--- config.mk ---
export PLATFORM = sky130hd
export DESIGN_NAME = bist_response_analyzer
export DESIGN_NICKNAME = d
export VERILOG_FILES = /design/src/rtl/bist_response_analyzer.sv
export SDC_FILE = /design/constraint.sdc
export NUM_CORES = 1
export LEC_CHECK = 0
export BUFFER_PORTS_ARGS = -buffer_cell sky130_fd_sc_hd__buf_2
export CELL_PAD_IN_SITES_DETAIL_PLACEMENT = 1
export CELL_PAD_IN_SITES_GLOBAL_PLACEMENT = 1
export CORE_ASPECT_RATIO = 1.5
export CORE_MARGIN = 2
export CORE_UTILIZATION = 40
export CTS_CLUSTER_DIAMETER = 200
export DETAILED_ROUTE_END_ITERATION = 12
export PLACE_DENSITY = 0.65
export SYNTH_ARGS = -nofsm -noshare
export SYNTH_HDL_FRONTEND = slang
export SYNTH_SLANG_ARGS = --single-unit
--- constraint.sdc ---
create_clock -name Clock -period 3.2 [get_ports Clock]
set_input_delay 0.48 -clock Clock [delete_from_list [all_inputs] [get_ports Clock]]
set_output_delay 0.48 -clock Clock [all_outputs]
set_load 0.01 [all_outputs]
--- src/rtl/bist_response_analyzer.sv ---
// Read-side checker for the SRAM BIST: compares read words against expected data,
// counts miscompares, logs failing address/syndrome pairs and reports the verdict.
module bist_response_analyzer #(
   parameter int ADDR_W    = 8,
   parameter int DATA_W    = 4,
   parameter int LOG_DEPTH = 8,
   parameter int CNT_W     = 8
) (
   input  logic              Clock,
   input  logic              Reset,
   input  logic              Start,
   input  logic              CmpValid,
   input  logic [ADDR_W-1:0] CmpAddr,
   input  logic [DATA_W-1:0] CmpData,
   input  logic [DATA_W-1:0] CmpExp,
   input  logic              Done,
   output logic              TestDone,
   output logic              GoNoGo,
   output logic [CNT_W-1:0]  FailCount,
   output logic              Overflow,
   output logic              LogValid,
   output logic [ADDR_W-1:0] LogAddr,
   output logic [DATA_W-1:0] LogSyn,
   input  logic              LogReady
);

   localparam int PW = $clog2(LOG_DEPTH);

   localparam logic [1:0] S_IDLE = 2'd0;
   localparam logic [1:0] S_RUN  = 2'd1;
   localparam logic [1:0] S_DONE = 2'd2;

   logic [1:0]        state;
   logic [PW:0]       wr_ptr, rd_ptr;
   logic [ADDR_W-1:0] mem_addr [LOG_DEPTH];
   logic [DATA_W-1:0] mem_syn  [LOG_DEPTH];
   logic [ADDR_W-1:0] held_addr;
   logic [DATA_W-1:0] held_syn;

   logic              empty, full, miss, pop, push, drop;
   logic [CNT_W-1:0]  cnt_next;
   logic [ADDR_W-1:0] head_addr;
   logic [DATA_W-1:0] head_syn;

   // Extra pointer MSB distinguishes full from empty when the indices match.
   assign empty = (wr_ptr == rd_ptr);
   assign full  = (wr_ptr[PW] != rd_ptr[PW]) && (wr_ptr[PW-1:0] == rd_ptr[PW-1:0]);

   // Start discards any compare or pop presented in the same cycle.
   assign miss = (state == S_RUN) && CmpValid && !Start && (CmpData != CmpExp);
   assign pop  = !empty && LogReady && !Start;
   assign push = miss && (!full || pop);
   assign drop = miss && full && !pop;

   always_comb begin
      cnt_next = FailCount;
      if (miss && (FailCount != {CNT_W{1'b1}}))
         cnt_next = FailCount + 1'b1;
   end

   assign head_addr = mem_addr[rd_ptr[PW-1:0]];
   assign head_syn  = mem_syn[rd_ptr[PW-1:0]];

   // When the log is empty the outputs keep showing the last head entry.
   assign LogValid = !empty;
   assign LogAddr  = empty ? held_addr : head_addr;
   assign LogSyn   = empty ? held_syn  : head_syn;

   always_ff @(posedge Clock or posedge Reset) begin
      if (Reset) begin
         state     <= S_IDLE;
         TestDone  <= 1'b0;
         GoNoGo    <= 1'b0;
         FailCount <= '0;
         Overflow  <= 1'b0;
      end else if (Start) begin
         state     <= S_RUN;
         TestDone  <= 1'b0;
         GoNoGo    <= 1'b0;
         FailCount <= '0;
         Overflow  <= 1'b0;
      end else begin
         FailCount <= cnt_next;
         if (drop)
            Overflow <= 1'b1;
         if ((state == S_RUN) && Done) begin
            state    <= S_DONE;
            TestDone <= 1'b1;
            GoNoGo   <= (cnt_next == '0);
         end
      end
   end

   always_ff @(posedge Clock or posedge Reset) begin
      if (Reset) begin
         wr_ptr <= '0;
         rd_ptr <= '0;
      end else if (Start) begin
         wr_ptr <= '0;
         rd_ptr <= '0;
      end else begin
         if (push)
            wr_ptr <= wr_ptr + 1'b1;
         if (pop)
            rd_ptr <= rd_ptr + 1'b1;
      end
   end

   always_ff @(posedge Clock or posedge Reset) begin
      if (Reset) begin
         held_addr <= '0;
         held_syn  <= '0;
      end else if (!empty) begin
         held_addr <= head_addr;
         held_syn  <= head_syn;
      end
   end

   always_ff @(posedge Clock) begin
      if (push) begin
         mem_addr[wr_ptr[PW-1:0]] <= CmpAddr;
         mem_syn[wr_ptr[PW-1:0]]  <= CmpData ^ CmpExp;
      end
   end

endmodule

==> run_results.csv <==
group,metric,value,unit
status,status,"finished clean",
finish,final_area,6300,µm²
power_and_ir_drop,p_leak,2.33,nW
logic_synthesis,synthCells,307,
timing,fin_setup_tns,0,ns
drt,routed_wl,11300,µm
logic_synthesis,ys_ff_latch,128,
drt,dr_total_vias,2884,
clock_network,clockBufferDepth,2,
clock_network,cts_resized,0,
power_and_ir_drop,peakVddDrop,383,µV
place,placed_area,5730,µm²
timing,worst_slew_pin_slew,0.862,ns
floorplan,chipWidth,97.3,µm
setup_path,crit_fanout,10,
drt,antenna_left,0,
clock_network,cts_setup_buffers,0,
power_and_ir_drop,power.density,675,nW/µm²
floorplan,dieArea,14000,µm²
finish,drive_gt1_frac,0.319,
floorplan,initial_utilization,0.405,
finish,seq_area,3680,µm²
global_routing,grt_pass1_vias,3108,
clock_network,cts_tree,"done",
clock_network,cts_sinks,128,
global_routing,grt_max_degree,33,
timing,slew_viol_final,0,
logic_synthesis,synth-edff-count,96,
finish,n_fill_cell,1262,
floorplan,placementRows,51,
timing,max-slew-margin-rel,0.424,
clock_network,path_clk_slew,0.06,ns
place,io_buffers,45,
setup_path,crit_type,"flip-flop to output port",
drt,drt_pre_antenna_iters,4,
clock_network,postCtsHoldBufs,0,
timing,max_freq,339,MHz
timing,rsz0062_at_grt,"no",
logic_synthesis,syn-cell-area,5230,µm²
logic_synthesis,synthArstFlopShare,0.250,
drt,wl_per_cell,20.8,µm
global_routing,grt-ovfl-total,0,
global_routing,grt_antenna_before_repair,0,
min_path,hp-class,"input port to asynchronous set/reset pin",
floorplan,die_h,144,µm
logic_synthesis,ys.warnings.count,0,
clock_network,clock_latency,0.41,ns
floorplan,core,12900,µm²
flow_run,cap_violations,0,
finish,fin_nets,398,
logic_synthesis,syn_nets,332,
clock_network,clockRootBuffer,"clkbuf_16",
drt,drcViolationCount,0,
global_routing,grt_usage,0.173,
setup_path,crit_path_end_kind,"output port",
logic_synthesis,seq_area_frac_synth,0.705,
logic_synthesis,ys.flop_type,"edfxtp_1",
timing,period_share,0.921,
logic_synthesis,synth_cell_type_count,38,
global_routing,grt_pass1_wl,17800,µm
clock_network,cts_buffers,17,
place,gp_congestion,0.754,
finish,multi_input_area,1480,µm²
timing,min_period,2.95,ns
clock_network,htreeDepth,4,
setup_path,crit_required,2.72,ns
place,hpwl,7440,µm
timing,finalHoldViolCount,0,
floorplan,io_pins,46,
setup_path,worst_setup_path_start_kind,"flip-flop",
drt,via_per_inst,5.29,
logic_synthesis,synth_area_per_cell,17.0,µm²
timing,skew,0.00743,ns
setup_path,critPathArrivalTime,2.47,ns
finish,n_antenna_cell,0,
finish,area_delta_synth_final,20.5,%
timing,setup-violations-final,0,
drt,drt_iter0_drc,189,
[worst max-delay path, stage by stage, from the launching register on]
cell and delay, ns:
dfrtp_1 0.69, buf_4 0.33, mux4_2 0.56, mux2i_1 0.19, o21ai_0 0.12, buf_2 0.16
[where the power goes]
part | internal [W] | switching [W] | total [W]
Sequential | 0.00189 | 0.0000386 | 0.00192
Clock | 0.00114 | 0.000704 | 0.00184
Combinational | 0.000204 | 0.000282 | 0.000486
[path summary, 6_finish.rpt]
kind	cells after the start	from	end	slack (ns)
worst max-delay path	5	rd_ptr[0]$_DFFE_PP0P_	LogAddr[3]	0.25
worst min-delay path	3	Reset	GoNoGo$_DFFE_PP0P_	0.19
worst max register to register	6	rd_ptr[0]$_DFFE_PP0P_	mem_addr[0][5]$_DFFE_PP_	0.67
worst min register to register	2	held_addr[3]$_DFF_PP0_	held_addr[3]$_DFF_PP0_	0.49
max in group asynchronous	3	Reset	wr_ptr[0]$_DFFE_PP0P_	2.68
min in group Clock	3	Done	TestDone$_DFFE_PP0P_	0.34
[final cells by class]
cell class | count | share of cell area
Timing Repair Buffer | 62 | 0.0560
Tap cell | 159 | 0.0316
Clock buffer | 17 | 0.0676
Clock inverter | 15 | 0.0229
Inverter | 4 | 0.00238
Multi-Input combinational cell | 160 | 0.234
Sequential cell | 128 | 0.585
[registers in the layout, summed over array words and instances (netlist names)]
name	count
held_addr	8
Overflow	1
held_syn	4
GoNoGo	1
TestDone	1
mem_syn	32
rd_ptr	4
wr_ptr	4
state	1
FailCount	8
mem_addr	64
[per-layer routing]
metal | vias to the layer above | wire length [µm] | GRT usage
met2 | 58 | 6170 | 0.314
li1 | 1306 | - | -
met5 | - | 0 | 0
met3 | 14 | 293 | 0.0280
met1 | 1506 | 4700 | 0.205
met4 | 0 | 151 | 0.0694
[cell usage in the layout (no fill, tap or decap), types with 15 or more instances in the layout]
cell,n
buf_2,45
buf_4,17
clkbuf_16,17
dfrtp_1,32
edfxtp_1,96
mux2i_1,15
mux4_2,24
nand2_1,17
nor2_1,21
xor2_1,17
[metrics by stage]
stage | std cells | total power, W | worst slack, ns | hold slack, ns | utilization
6_report | 545 | 0.00425 | 0.252 | 0.185 | 0.488
5_1_grt | 545 | 0.00442 | 0.0714 | 0.221 | 0.488
4_1_cts | 545 | 0.00431 | 0.142 | 0.195 | 0.488
3_5_place_dp | 513 | 0.00246 | 0.274 | 0.479 | 0.444
3_3_place_gp | 513 | 0.00244 | 0.407 | 0.465 | 0.444
2_1_floorplan | 307 | 0.00225 | 0.321 | 0.487 | -
[Yosys cell counts, drive strengths merged (2+ instances only)]
master | count | share of area
nand2 | 17 | 0.012
o21ai | 13 | 0.012
buf | 5 | 0.0053
mux2i | 15 | 0.029
nand3b | 2 | 0.0029
xor2 | 17 | 0.028
nor3 | 5 | 0.0048
nor2 | 21 | 0.015
xnor2 | 3 | 0.0050
inv | 4 | 0.0029
ha | 3 | 0.0072
nand4 | 3 | 0.0036
nand3 | 8 | 0.0077
dfrtp | 32 | 0.15
nand2b | 7 | 0.0084
a21oi | 3 | 0.0029
edfxtp | 96 | 0.55
or3 | 3 | 0.0036
clkbuf | 10 | 0.0074
mux4 | 24 | 0.10
[kinds of logic (layout without fill, tap and decap cells)]
group | after synthesis | count (layout) | synth area share
AOI/OAI and AO/OA | 25 | 25 | 0.0374
xor gates and xnor gates | 20 | 20 | 0.0335
adders and majority gates | 3 | 3 | 0.00718
buffers and inverters | 19 | 98 | 0.0156
DFF | 128 | 128 | 0.705
muxes | 40 | 40 | 0.134
and+or+nand+nor | 72 | 72 | 0.0671
No activity file was read; power rests on OpenSTA's default activity.
